## src/rtl/pipe_stage_reg.sv

```systemverilog
`default_nettype none
// ============================================================================
// Module   : pipe_stage_reg
// Brief    : Pipeline stage register with a DATA/CTRL payload split, a
//            valid/ready handshake through a 2-entry skid buffer, synchronous
//            flush and a global stall. Optional stall and bubble counters are
//            built when PIPE_STAGE_STATS_EN is defined.
// Revision : 1.0 - initial release
// ============================================================================
module pipe_stage_reg #(
    parameter int                DATA_W   = 64,
    parameter int                CTRL_W   = 16,
    parameter logic [CTRL_W-1:0] NOP_CTRL = {CTRL_W{1'b0}}
`ifdef PIPE_STAGE_STATS_EN
    ,
    parameter int                CNT_W    = 32
`endif
) (
    input  logic              clk_i,
    input  logic              rst_i,
    input  logic              flush_i,
    input  logic              stall_i,
    input  logic              valid_i,
    output logic              ready_o,
    input  logic [DATA_W-1:0] data_i,
    input  logic [CTRL_W-1:0] ctrl_i,
    output logic              valid_o,
    input  logic              ready_i,
    output logic [DATA_W-1:0] data_o,
    output logic [CTRL_W-1:0] ctrl_o
`ifdef PIPE_STAGE_STATS_EN
    ,
    output logic [CNT_W-1:0]  stall_cnt_o,
    output logic [CNT_W-1:0]  bubble_cnt_o
`endif
);

    localparam logic [1:0] S_EMPTY = 2'd0;
    localparam logic [1:0] S_HALF  = 2'd1;
    localparam logic [1:0] S_FULL  = 2'd2;

    logic [1:0]        r_state;
    logic [1:0]        w_state_nxt;
    logic              r_ready;
    logic [DATA_W-1:0] r_main_data;
    logic [CTRL_W-1:0] r_main_ctrl;
    logic [DATA_W-1:0] r_skid_data;
    logic [CTRL_W-1:0] r_skid_ctrl;

    logic w_valid;
    logic w_accept;
    logic w_xfer;
    logic w_load_main_in;
    logic w_load_main_skid;
    logic w_load_skid;

    assign w_valid  = (r_state != S_EMPTY);
    assign w_accept = valid_i & r_ready;
    assign w_xfer   = w_valid & ready_i & ~stall_i;

    always_comb begin
        w_state_nxt      = r_state;
        w_load_main_in   = 1'b0;
        w_load_main_skid = 1'b0;
        w_load_skid      = 1'b0;
        if (flush_i) begin
            // Any transfer this cycle still completes downstream; captures are dropped.
            w_state_nxt = S_EMPTY;
        end else begin
            case (r_state)
                S_EMPTY: begin
                    if (w_accept) begin
                        w_load_main_in = 1'b1;
                        w_state_nxt    = S_HALF;
                    end
                end
                S_HALF: begin
                    if (w_accept && w_xfer) begin
                        w_load_main_in = 1'b1;
                    end else if (w_accept) begin
                        w_load_skid = 1'b1;
                        w_state_nxt = S_FULL;
                    end else if (w_xfer) begin
                        w_state_nxt = S_EMPTY;
                    end
                end
                S_FULL: begin
                    if (w_xfer) begin
                        w_load_main_skid = 1'b1;
                        w_state_nxt      = S_HALF;
                    end
                end
                default: begin
                    w_state_nxt = S_EMPTY;
                end
            endcase
        end
    end

    always_ff @(posedge clk_i) begin
        if (!rst_i) begin
            r_state     <= S_EMPTY;
            r_ready     <= 1'b0;
            r_main_data <= '0;
            r_main_ctrl <= NOP_CTRL;
            r_skid_data <= '0;
            r_skid_ctrl <= NOP_CTRL;
        end else begin
            r_state <= w_state_nxt;
            r_ready <= (w_state_nxt != S_FULL);
            if (w_load_main_in) begin
                r_main_data <= data_i;
                r_main_ctrl <= ctrl_i;
            end else if (w_load_main_skid) begin
                r_main_data <= r_skid_data;
                r_main_ctrl <= r_skid_ctrl;
            end
            if (w_load_skid) begin
                r_skid_data <= data_i;
                r_skid_ctrl <= ctrl_i;
            end
        end
    end

    assign valid_o = w_valid;
    assign ready_o = r_ready;
    assign data_o  = r_main_data;
    assign ctrl_o  = w_valid ? r_main_ctrl : NOP_CTRL;

`ifdef PIPE_STAGE_STATS_EN
    logic [CNT_W-1:0] r_stall_cnt;
    logic [CNT_W-1:0] r_bubble_cnt;

    // Saturating counters; flush deliberately has no effect on them.
    always_ff @(posedge clk_i) begin
        if (!rst_i) begin
            r_stall_cnt  <= '0;
            r_bubble_cnt <= '0;
        end else begin
            if (w_valid && !w_xfer && (r_stall_cnt != {CNT_W{1'b1}})) begin
                r_stall_cnt <= r_stall_cnt + 1'b1;
            end
            if (!w_valid && ready_i && !stall_i && (r_bubble_cnt != {CNT_W{1'b1}})) begin
                r_bubble_cnt <= r_bubble_cnt + 1'b1;
            end
        end
    end

    assign stall_cnt_o  = r_stall_cnt;
    assign bubble_cnt_o = r_bubble_cnt;
`endif

endmodule
`default_nettype wire
```

## config.mk

```make
export PLATFORM = sky130hd
export DESIGN_NAME = pipe_stage_reg
export DESIGN_NICKNAME = d
export VERILOG_FILES = /design/src/rtl/pipe_stage_reg.sv
export SDC_FILE = /design/constraint.sdc
export NUM_CORES = 1
export LEC_CHECK = 0
export BUFFER_PORTS_ARGS = -buffer_cell sky130_fd_sc_hd__buf_4
export CELL_PAD_IN_SITES_DETAIL_PLACEMENT = 1
export CELL_PAD_IN_SITES_GLOBAL_PLACEMENT = 1
export CORE_MARGIN = 2
export CORE_UTILIZATION = 41
export CTS_CLUSTER_DIAMETER = 50
export DETAILED_ROUTE_END_ITERATION = 6
export GPL_ROUTABILITY_DRIVEN = 0
export GPL_TIMING_DRIVEN = 0
export PLACE_DENSITY = 0.85
export SLEW_MARGIN = 30
export SYNTH_ARGS = -nofsm -noshare
export SYNTH_HDL_FRONTEND = slang
export SYNTH_SLANG_ARGS = --single-unit
```

## constraint.sdc

```tcl
create_clock -name clk_i -period 1.7 [get_ports clk_i]
set_input_delay 0.255 -clock clk_i [delete_from_list [all_inputs] [get_ports clk_i]]
set_output_delay 0.255 -clock clk_i [all_outputs]
set_load 0.05 [all_outputs]
```

==> impl_metrics.json <==
{
  "drive_gt1_share_pct": 25.7,
  "fin_nets": 1177,
  "synthTopCellsByArea": "dfxtp_1 42%, a311oi_1 8.9%, a211oi_1 7.8%",
  "fin_tns_setup_ps": 0,
  "hold_path_class": "in2reg",
  "syn-cell-area_um2": 7760,
  "dp_hpwl_um": 20200,
  "ant_nets": 0,
  "ir_drop_mv": 0.705,
  "grt.total_usage_pct": 29.3,
  "finalWorstSetupSlack_ps": 49.5,
  "grt_setup_unrepaired": "true",
  "htreeDepth": 4,
  "drt_pre_antenna_iters": 5,
  "netlist.top_cell.by_area": "dfxtp_1",
  "clk_latency_ps": 440,
  "min_to": "r_state[1]",
  "yosys_register_bits": 163,
  "hold_viol": 0,
  "power.density_nw_per_um2": 923,
  "die_y_um": 142,
  "synth-async-reset-ratio_pct": 0,
  "fp.dieW_um": 142,
  "yosysWarnings": 0,
  "clkSlewWorstSetupHoldPaths_ps": 60,
  "p_leak_nw": 3.34,
  "antenna_found_initial": 0,
  "drv_cap": 0,
  "p_total_mw": 9.36,
  "fin_skew_ps": 11.4,
  "wl_per_cell_um": 22.4,
  "reg2reg_depth": 6,
  "io_buffer_count": 167,
  "cts_inserted_buffers": 17,
  "crit_arrival_ps": 1400,
  "synth_flop_cell": "dfxtp_1",
  "placementRows": 50,
  "dieArea_um2": 20000,
  "synth_seq_area_share_pct": 42.0,
  "fmax_mhz": 606,
  "netlist_instances": 903,
  "routed_via_density": 6.44,
  "cts_sinks": 163,
  "cts_tree": "done",
  "root_buffer": "clkbuf_16",
  "post-place-ws_ps": -390,
  "grt_pass1_vias": 8650,
  "ys_types": 29,
  "route.detailed.drc": 0,
  "overflow": 0,
  "synth_most_common_cell": "dfxtp_1",
  "setup_violations": 0,
  "min-delay-start": "rst_i",
  "num_antenna_cells": 0,
  "syn_to_final_growth_pct": 30.6,
  "synth_edf_count": 0,
  "vias": 8615,
  "r2r-end": "data_o[18]",
  "grt_first_pass_wirelength_um": 46800,
  "clk_path_buf_depth": 2,
  "crit_fanout": 8,
  "r2r_slack_ps": 80,
  "ios": 168,
  "hold_slack_ps": 81.1,
  "avgSynthCellArea_um2": 8.59,
  "hold_depth": 2,
  "startpoint_type": "flop",
  "drtIter0Drc": 621,
  "start_util_pct": 41.6,
  "ctsHoldBuffers": 0,
  "maxSlewViolCount": 0,
  "period_share_pct": 97.1,
  "relSlewSlack_pct": 51.7,
  "tightest_slew_ps": 725,
  "syn_nets": 989,
  "synth_common_cells": "163 x dfxtp_1, 109 x clkbuf_1, 81 x a211oi_1",
  "status": "complete, no violations",
  "required_ps": 1440,
  "core_um2": 18600,
  "grt_max_degree": 17,
  "fin_crit_ps": 1650,
  "crit_type": "reg2out",
  "synth_top_area_share_pct": 42.0,
  "reg2reg_from": "r_state[1]",
  "wl_um": 30000,
  "critPathCaptureType": "output port"
}
## per-layer routing
layer	wire, µm	vias up	GRT usage [%]
met3	1800	51	4.69
li1	-	3991	-
met5	0	-	0
met4	618	0	10.2
met1	13200	4227	39.2
met2	14400	346	48.4
## final cells by class
class                   instances  area (µm²)
clock buffers                  22         464
plain buffers                 143         728
multi-input cells             593        3890
flip-flops and latches        163        3270
fillers                      2245        8500
clock inverters                 9         130
inverters                       3        11.3
repair buffers                170        1350
well taps                     234         293
## logic make-up (layout without fill, tap and decap cells)
| logic type | Yosys count | after routing | synth area share, % |
|---|---|---|---|
| AO/OA/AOI/OAI | 404 | 404 | 35.4 |
| AND/OR/NAND/NOR | 189 | 189 | 14.2 |
| flip-flops | 163 | 163 | 42.0 |
| buffers and inverters | 147 | 347 | 8.38 |
## cell usage in the layout (no fill, tap or decap), types with 16 or more instances in the layout
cell,n
dfxtp_1,160
buf_4,156
a211oi_1,81
nand3_1,80
nand4_1,80
o31ai_1,80
a21oi_1,80
a311oi_1,74
clkbuf_1,70
o21ai_1,52
clkbuf_2,38
o21ai_0,28
buf_6,27
clkbuf_16,17
nor2b_1,16
## repair_timing
item / 4_1_cts / 5_1_grt
buffers inserted: 1 / 1
gates resized for setup: 52 / 65
endpoints found under the setup margin: 113 / 153
gates cloned: 1 / 0
pin swaps: 1 / 1
## worst max-delay path by stage
stage | start | endpoint
after CTS | r_state[0] | ctrl_o[6]
final | r_state[1] | ctrl_o[2]
after global routing | r_state[1] | ctrl_o[2]
after floorplan | r_state[0] | ctrl_o[10]
after global placement | flush_i | r_skid_data[57]
after detailed placement | flush_i | r_skid_data[60]
## through the flow
step / utilization [%] / std cells / area, µm²
finish: 54.4 / 1337 / 10100
global placement: 49.9 / 1304 / 9310
floorplan: - / 903 / 7760
detailed placement: 49.9 / 1304 / 9310
CTS: 53.9 / 1337 / 10100
global route: 54.4 / 1337 / 10100
## critical path, cell delays in order, from the launching register on
cell and delay (ps):
dfxtp_4 370, nor2_4 230, buf_6 160, nor2b_1 50, buf_6 150
## power by group
group	total, mW	internal (mW)	switching, mW
Sequential	3.99	3.93	0.0591
Clock	4.00	2.38	1.62
Combinational	1.37	0.427	0.942
## state kept, by name, indices dropped and copies added (netlist names)
register and count:
data_o 64, r_main_ctrl 16, r_skid_ctrl 16, r_skid_data 64, r_state 2, ready_o 1
Note: power is estimated with default switching activity, not from simulation.
